===== config.mk =====
export PLATFORM = sky130hd
export DESIGN_NAME = instr_fetch_ctrl
export DESIGN_NICKNAME = d
export VERILOG_FILES = /design/src/rtl/instr_fetch_ctrl.sv
export SDC_FILE = /design/constraint.sdc
export NUM_CORES = 1
export LEC_CHECK = 0
export CORE_AREA = 5 5 72 74
export CTS_CLUSTER_SIZE = 28
export DETAILED_ROUTE_END_ITERATION = 10
export DIE_AREA = 0 0 77 79
export PLACE_DENSITY_LB_ADDON = 0.2
export SLEW_MARGIN = 20
export SYNTH_ARGS = -nofsm -noshare
export SYNTH_HDL_FRONTEND = slang
export SYNTH_SLANG_ARGS = --single-unit

===== constraint.sdc =====
create_clock -name clk -period 1.9 [get_ports clk]
set_clock_uncertainty 0.05 [all_clocks]
set_input_delay 0.38 -clock clk [delete_from_list [all_inputs] [get_ports clk]]
set_output_delay 0.38 -clock clk [all_outputs]
set_load 0.01 [all_outputs]

===== src/rtl/instr_fetch_ctrl.sv =====
// Instruction-fetch sequencer: reads memory at the PC, hands words to the
// decoder, resolves jumps locally and drives PC increment/load pulses.
module instr_fetch_ctrl #(
    parameter int         ACK_TIMEOUT = 15,
    parameter logic [3:0] JMP_OP      = 4'hC,
    parameter logic [3:0] HALT_OP     = 4'hF
) (
    input  logic        clk,
    input  logic        reset,
    input  logic        run,
    input  logic [7:0]  insaddr,
    output logic        Inc_PC,
    output logic        Load_PC,
    output logic [4:0]  addr,
    output logic        mem_req,
    output logic [7:0]  mem_addr,
    input  logic        mem_ack,
    input  logic [15:0] mem_rdata,
    output logic [15:0] instr,
    output logic        instr_valid,
    input  logic        instr_ready,
    output logic        halted,
    output logic        fetch_err
);

    typedef enum logic [2:0] {
        IDLE, REQ, JUMP, HOLD, ADV, HALT, ERR
    } state_t;

    localparam logic [7:0] CNT_LAST = 8'(ACK_TIMEOUT - 1);

    state_t     state;
    logic [7:0] cnt;

    assign mem_addr = mem_req ? insaddr : 8'h00;

    // Outputs are registered alongside the transition that enters each state.
    always_ff @(posedge clk or negedge reset) begin
        if (!reset) begin
            state       <= IDLE;
            cnt         <= 8'h00;
            instr       <= 16'h0000;
            Inc_PC      <= 1'b0;
            Load_PC     <= 1'b0;
            addr        <= 5'd0;
            mem_req     <= 1'b0;
            instr_valid <= 1'b0;
            halted      <= 1'b0;
            fetch_err   <= 1'b0;
        end else begin
            Inc_PC      <= 1'b0;
            Load_PC     <= 1'b0;
            addr        <= 5'd0;
            mem_req     <= 1'b0;
            instr_valid <= 1'b0;
            unique case (state)
                IDLE: begin
                    if (run) begin
                        state   <= REQ;
                        mem_req <= 1'b1;
                    end
                end
                REQ: begin
                    if (mem_ack) begin
                        instr <= mem_rdata;
                        cnt   <= 8'h00;
                        if (mem_rdata[15:12] == JMP_OP) begin
                            state   <= JUMP;
                            Load_PC <= 1'b1;
                            addr    <= mem_rdata[4:0];
                        end else begin
                            state       <= HOLD;
                            instr_valid <= 1'b1;
                        end
                    end else if (cnt == CNT_LAST) begin
                        state     <= ERR;
                        cnt       <= 8'h00;
                        fetch_err <= 1'b1;
                    end else begin
                        cnt     <= cnt + 8'h01;
                        mem_req <= 1'b1;
                    end
                end
                JUMP, ADV: begin
                    if (run) begin
                        state   <= REQ;
                        mem_req <= 1'b1;
                    end else begin
                        state <= IDLE;
                    end
                end
                HOLD: begin
                    if (instr_ready) begin
                        if (instr[15:12] == HALT_OP) begin
                            state  <= HALT;
                            halted <= 1'b1;
                        end else begin
                            state  <= ADV;
                            Inc_PC <= 1'b1;
                        end
                    end else begin
                        instr_valid <= 1'b1;
                    end
                end
                HALT: state <= HALT;
                ERR:  state <= ERR;
                default: state <= IDLE;
            endcase
        end
    end

endmodule

==> out/results.txt, run 1 <==
Compound-Gate Fraction of Synth Area: 10.1%
largest area contributor in the netlist: dfrtp_1
cts repair resizes: 6
number of global-route vias before repair: 1465
clk sink count: 38
Hold Crit Class: input pin to asynchronous set/reset pin
RePlAce Congestion: 0.855
Cells after Synth: 142
Fmax: 562 MHz
Final HPWL DP: 3140 microns
first-pass GRT wire length: 6960 microns
total power: 3.58 mW
VDD IR-drop max: 0.741 mV
Final Critical Period: 1.78 ns
area grow syn2layout: 49.0%
Synth Area in Simple Gates: 18.8%
Synth Area in XOR/XNOR: 0.517%
crit path launch type: flip-flop
Worst-Skew Late Latency: 0.29 ns
Starting Density: 37.4%
Mapped Area: 1690 sq um
Seq/Total Area, Yosys: 56.1%
die width: 77 microns
Synth top area share: 56.1%
Max FO, Critical Path: 12
WL final: 4110 microns
RSZ-0062 raised after global routing: false
Synth Area in Adders: 1.48%
syn nets: 173
Arrival @ worst endpoint: 1.94 ns
R2R Setup Slk: 0.12 ns
CP max stage delay: 0.51 ns
Yosys reg bits: 38
Slew @ Worst Pin: 0.471 ns
Largest delay share family, worst path: compound AO/OA/AOI/OAI gates
ANT nets after route: 0
status: finished, final reports clean
Leak: 1.13 nW
DR vias: 1407
async set-reset flop share out of synthesis: 100%
Required @ worst endpoint: 2.06 ns
Tcrit/Tclk final: 93.7%
DR DRC count: 0
top cells by area, synth: dfrtp_1 (56%), mux2_2 (11%), and2_1 (5.2%)
core area: 4540 sq um
Synth cell types: 37
reg2reg start: state[2]
CP Buf/Inv Count: 0
CP Depth: 4
Worst-path clk slew: 0.07 ns
Synth Area per Inst: 11.9 sq um
Worst setup EP type: flip-flop
Site Rows: 25
vias per cell: 5.19
CTS tree: built
H-tree depth: 2
final hold vios: 0
Post-synth top flop: dfrtp_1
Total GRT Usage: 14.4%
largest net degree at the start of global routing: 39
Slew HR: 68.6%
drt wl/cell: 15.2 microns
# fillers: 398
Die Y-Extent: 79 microns
# Post-CTS Setup Buffers: 0
CTS Buffer Depth: 2
area post-placement: 2430 sq um
MaxCap Viol Count: 0
fraction of layout cells with a size suffix above 1: 17.1%
input/output buffers: 63
I/O pin count: 64
PwrDens: 1420 nW/um^2
Ant. Diodes: 0
Critical R2R Capture: cnt[3]
Post-synth EDFFs: 0
initial antenna violation count: 0
root buffer cell: clkbuf_8
Die Footprint: 6080 sq um
post-synthesis mux area share: 11.2%
grt ovf: 0
r2r worst-path depth: 4
cell area after layout: 2520 sq um
Num CTS Buffers: 5
multi-input logic area: 714 sq um
CP cell instances: or3b_4 > a311oi_4 > a41oi_1 > a31oi_1
largest family of logic cells by synthesized area: simple AND/OR/NAND/NOR gates
cts hold-fix bufs: 0
number of DRC markers in iteration 0: 105
Synth warnings: 0
slowest cell on the critical path: or3b_4
final non-filler cell total: 271
Final Max Slew Viols: 0
WS Path Type: flip-flop to flip-flop
DP Cell Count: 263
1st-pass router iterations: 4
Sequential cell area: 951 sq um
Net count, final: 247
# setup viols final: 0
power by group:
| part | switching (mW) | total [mW] | internal, mW |
|---|---|---|---|
| registers | 0.257 | 1.37 | 1.11 |
| logic | 0.715 | 1.66 | 0.942 |
| clock network | 0.267 | 0.559 | 0.292 |
worst max path at each step:
stage | from | end | slack (ns)
2_1_floorplan | state[1] | instr[10] | 0.14
3_3_place_gp | insaddr[1] | mem_addr[1] | -0.02
3_5_place_dp | insaddr[1] | mem_addr[1] | -0.05
4_1_cts | insaddr[2] | mem_addr[2] | 0.001
5_1_grt | state[2] | cnt[3] | 0.04
6_report | state[2] | cnt[3] | 0.12
metal layers:
metal  global-route usage, %  routed length, microns  vias up
met2                    25.0                    2080       60
li1                        -                       -      654
met3                    5.67                     391        6
met4                    5.15                      59        0
met5                       0                       0        -
met1                    15.9                    1580      687
Yosys cell counts, types with 2 or more instances:
| library cell | count |
|---|---|
| dfrtp_1 | 38 |
| mux2_2 | 16 |
| and2_1 | 14 |
| nand2_1 | 11 |
| nor2_1 | 7 |
| a21oi_1 | 5 |
| nand3_1 | 5 |
| o21ai_0 | 5 |
| a31oi_1 | 4 |
| inv_1 | 3 |
| nand2b_1 | 3 |
| nand4_1 | 3 |
| buf_2 | 2 |
| ha_1 | 2 |
| nand3b_1 | 2 |
worst reg2reg max path: stages (launching register included):
cell	delay (ns)
dfrtp_1	0.42
or3b_4	0.51
a311oi_4	0.40
a41oi_1	0.16
a31oi_1	0.16
layout make-up:
type,count,area share (%)
Timing Repair Buffer,70,27.3
Clock buffer,7,3.42
Tap cell,54,2.68
Inverter,3,0.446
Sequential cell,38,37.7
Multi-Input combinational cell,98,28.3
Clock inverter,1,0.198
cell usage in the layout (no fill, tap or decap), types with 2 or more instances in the layout:
cell             synthesis  routed
a21oi_1                  5       5
a31oi_1                  4       4
and2_1                  14      14
buf_4                    1       6
clkbuf_8                 0       6
clkdlybuf4s50_1          0      54
dfrtp_1                 38      38
dlygate4sd2_1            0       6
dlymetal6s2s_1           0       2
ha_1                     2       2
inv_1                    3       3
mux2_2                  16      16
nand2_1                 11      11
nand2b_1                 3       3
nand3_1                  5       5
nand3b_1                 2       2
nand4_1                  3       3
nor2_1                   7       7
o21ai_0                  5       5
sequential cells by signal, indices dropped and copies added (netlist names):
name         count
halted           1
state            3
fetch_err        1
addr             5
mem_req          1
instr_valid      1
instr           16
cnt              8
Inc_PC           1
Load_PC          1
cell families (layout without fill, tap and decap cells):
kind of cell | Yosys count | after routing
adder cells (fa/ha/maj) | 2 | 2
AND/OR/NAND/NOR | 54 | 54
AO/OA/AOI/OAI | 24 | 24
flip-flops | 38 | 38
multiplexers | 17 | 17
buffers and inverters | 6 | 81
XOR/XNOR | 1 | 1
per-stage QoR:
| stage | TNS [ns] | hold WS (ns) | util (%) | setup WS [ns] |
|---|---|---|---|---|
| after global routing | 0 | 0.123 | 55.6 | 0.0404 |
| after CTS | 0 | 0.0885 | 55.5 | 0.00137 |
| after floorplan | 0 | 0.0344 | - | 0.140 |
| after global placement | -0.0999 | 0.388 | 53.7 | -0.0220 |
| final | 0 | 0.0742 | 55.6 | 0.120 |
| after detailed placement | -0.148 | 0.404 | 53.7 | -0.0492 |
Note: power is estimated with default switching activity, not from simulation.
==> run 2: changes to the inputs <==
--- a/config.mk
+++ b/config.mk
@@ -9,6 +9,7 @@
 export CTS_CLUSTER_SIZE = 28
 export DETAILED_ROUTE_END_ITERATION = 10
 export DIE_AREA = 0 0 77 79
+export GPL_TIMING_DRIVEN = 0
 export PLACE_DENSITY_LB_ADDON = 0.2
 export SLEW_MARGIN = 20
 export SYNTH_ARGS = -nofsm -noshare
==> run 2 against run 1 <==
Die area unchanged. Sequential cell count unchanged. Routed wire length up 2.0%. Total power is 2.5% higher. Combinational power fell by 2%. Largest power group unchanged. Highest routed layer unchanged.
==> out/results.txt, run 2 (synthesis results as in run 1) <==
die width: 77 microns (unchanged)
Util after Layout: 55.8% (was 55.6%)
DR vias: 1397 (was 1407)
root buffer cell: clkbuf_8 (unchanged)
VDD IR-drop max: 0.910 mV (was 0.741 mV)
Ant. Diodes: 0 (unchanged)
status: finished, final reports clean (unchanged)
Worst setup EP type: flip-flop (unchanged)
most frequent cells in the layout: clkdlybuf4s50_1 (54), dfrtp_1 (38), mux2_2 (16), and2_1 (14), nand2_1 (11) (unchanged)
DR DRC count: 0 (unchanged)
drt wl/cell: 15.5 microns (was 15.2 microns)
Final HPWL DP: 3210 microns (was 3140 microns)
WL final: 4200 microns (was 4110 microns)
number of global-route vias before repair: 1553 (was 1465)
RePlAce Congestion: 0.789 (was 0.855)
Total GRT Usage: 14.8% (was 14.4%)
Final Critical Period: 1.79 ns (was 1.78 ns)
ANT nets after route: 0 (unchanged)
Required @ worst endpoint: 2.05 ns (was 2.06 ns)
grt ovf: 0 (unchanged)
Worst-path clk slew: 0.07 ns (about the same)
fraction of layout cells with a size suffix above 1: 16.2% (was 17.1%)
number of DRC markers in iteration 0: 39 (was 105)
R2R Setup Slk: 0.11 ns (was 0.12 ns)
largest net degree at the start of global routing: 27 (was 39)
Leak: 1.12 nW (was 1.13 nW)
Worst Hold Endpoint: fetch_err
Critical R2R Capture: cnt[3] (unchanged)
WS Path Type: flip-flop to flip-flop (unchanged)
MaxCap Viol Count: 0 (unchanged)
vias per cell: 5.17 (was 5.19)
Num CTS Buffers: 5 (unchanged)
critical path startpoint: state[1] (was state[2])
sw power: 1.25 mW (was 1.24 mW)
first-pass GRT wire length: 7300 microns (was 6960 microns)
Metal-1 WL: 1650 microns (was 1580 microns)
core area: 4540 sq um (unchanged)
Slew @ Worst Pin: 0.520 ns (was 0.471 ns)
Site Rows: 25 (unchanged)
Tcrit/Tclk final: 94.4% (was 93.7%)
worst hold path depth: 1
Final Max Slew Viols: 0 (unchanged)
I/O pin count: 64 (unchanged)
H-tree depth: 2 (unchanged)
clk sink count: 38 (unchanged)
Net count, final: 246 (was 247)
max reg flops: 16 (unchanged)
Arrival @ worst endpoint: 1.95 ns (was 1.94 ns)
Max FO, Critical Path: 9 (was 12)
combinational power share: 44.1% (was 46.2%)
RSZ-0062 raised after global routing: false (unchanged)
multi-input logic area: 721 sq um (was 714 sq um)
PwrDens: 1450 nW/um^2 (was 1420 nW/um^2)
# setup viols final: 0 (unchanged)
Fmax: 558 MHz (was 562 MHz)
final non-filler cell total: 270 (was 271)
Die Footprint: 6080 sq um (unchanged)
input/output buffers: 63 (unchanged)
clock power share: 18.2% (was 15.6%)
DP Cell Count: 260 (was 263)
Die Y-Extent: 79 microns (unchanged)
1st-pass router iterations: 4 (unchanged)
area grow syn2layout: 49.4% (was 49.0%)
CTS Buffer Depth: 2 (unchanged)
final hold vios: 0 (unchanged)
CTS tree: built (unchanged)
top flop regs: instr x16, cnt x8, addr x5 (unchanged)
Starting Density: 37.4% (unchanged)
# fillers: 379 (was 398)
crit path launch type: flip-flop (unchanged)
Sw Share: 34.2% (was 34.6%)
reg2reg start: state[1] (was state[2])
Top Layer Used: met4 (unchanged)
initial antenna violation count: 0 (unchanged)
min-delay src: fetch_err
Flop pwr share: 37.7% (was 38.2%)
internal power: 2.42 mW (was 2.34 mW)
WL met2: 2130 microns (was 2080 microns)
Biggest register: instr (unchanged)
Worst-Skew Late Latency: 0.28 ns (was 0.29 ns)
Sequential cell area: 951 sq um (unchanged)
r2r worst-path depth: 5 (was 4)
metal3 WL: 366 microns (was 391 microns)
commonest non-fill, non-tap cell in the layout: clkdlybuf4s50_1 (unchanged)
Hold Crit Class: flip-flop to flip-flop (was input pin to asynchronous set/reset pin)
Slew HR: 65.0% (was 68.6%)
-- run 2: layer usage --
metal	vias up	track usage [%]
li1	651	-
met1	680	16.0
met2	60	26.5
met3	6	5.90
met4	0	4.30
met5	-	0
-- run 2: cell type report --
type | count | share of cell area, %
Timing Repair Buffer | 66 | 26.0
Sequential cell | 38 | 37.6
Clock inverter | 1 | 1.19
Clock buffer | 7 | 3.02
Tap cell | 54 | 2.67
Buffer | 3 | 0.692
Multi-Input combinational cell | 98 | 28.5
Inverter | 3 | 0.445
-- run 2: how the worst max path moves through the flow --
stage                     slack, ns  cells past startpoint          end
final                          0.11                      5       cnt[3]
after global routing           0.04                      5       cnt[3]
after CTS                     0.004                      3  mem_addr[2]
after detailed placement      -0.32                      5     instr[8]
after global placement        -0.45                      1       Inc_PC
after floorplan                0.14                      5    instr[10]
-- run 2: worst max-delay path, cell delays in order (launching register included) --
cell and delay (ns):
dfrtp_1 0.35, buf_2 0.17, or3b_4 0.43, a311oi_4 0.38
a41oi_1 0.17, a31oi_1 0.16
-- run 2: per-stage QoR --
step	power [mW]	cell area, sq um	hold WS [ns]	setup WS [ns]	setup TNS, ns
2_1_floorplan	2.24	1690	0.0344	0.140	0
6_report	3.67	2530	0.420	0.107	0
4_1_cts	3.70	2520	0.424	0.00448	0
3_3_place_gp	2.96	2390	0.389	-0.447	-20.54
5_1_grt	3.92	2530	0.438	0.0445	0
3_5_place_dp	3.04	2410	0.246	-0.320	-4.04
-- run 2: power by group through the flow --
stage	registers (mW)	clock network (mW)	logic, mW
final	1.38	0.668	1.62
after global placement	1.36	0	1.60
after detailed placement	1.39	0	1.64
after global routing	1.44	0.719	1.76
after CTS	1.38	0.685	1.64
after floorplan	1.44	0	0.798
-- run 2: what timing repair did --
action,4_1_cts,5_1_grt
setup endpoints to repair,17,3
hold buffers,1,0
gates resized for setup,7,2
pin swaps,1,0
endpoints found under the hold margin,12,0
setup buffers,1,0
==> run 3: changes to the inputs <==
--- a/config.mk
+++ b/config.mk
@@ -11,7 +11,7 @@
 export DIE_AREA = 0 0 77 79
 export GPL_TIMING_DRIVEN = 0
 export PLACE_DENSITY_LB_ADDON = 0.2
-export SLEW_MARGIN = 20
+export SLEW_MARGIN = 30
 export SYNTH_ARGS = -nofsm -noshare
 export SYNTH_HDL_FRONTEND = slang
 export SYNTH_SLANG_ARGS = --single-unit
==> results of run 3 <==
Same layout as run 2: the final DEF is identical, and so are final timing and power.
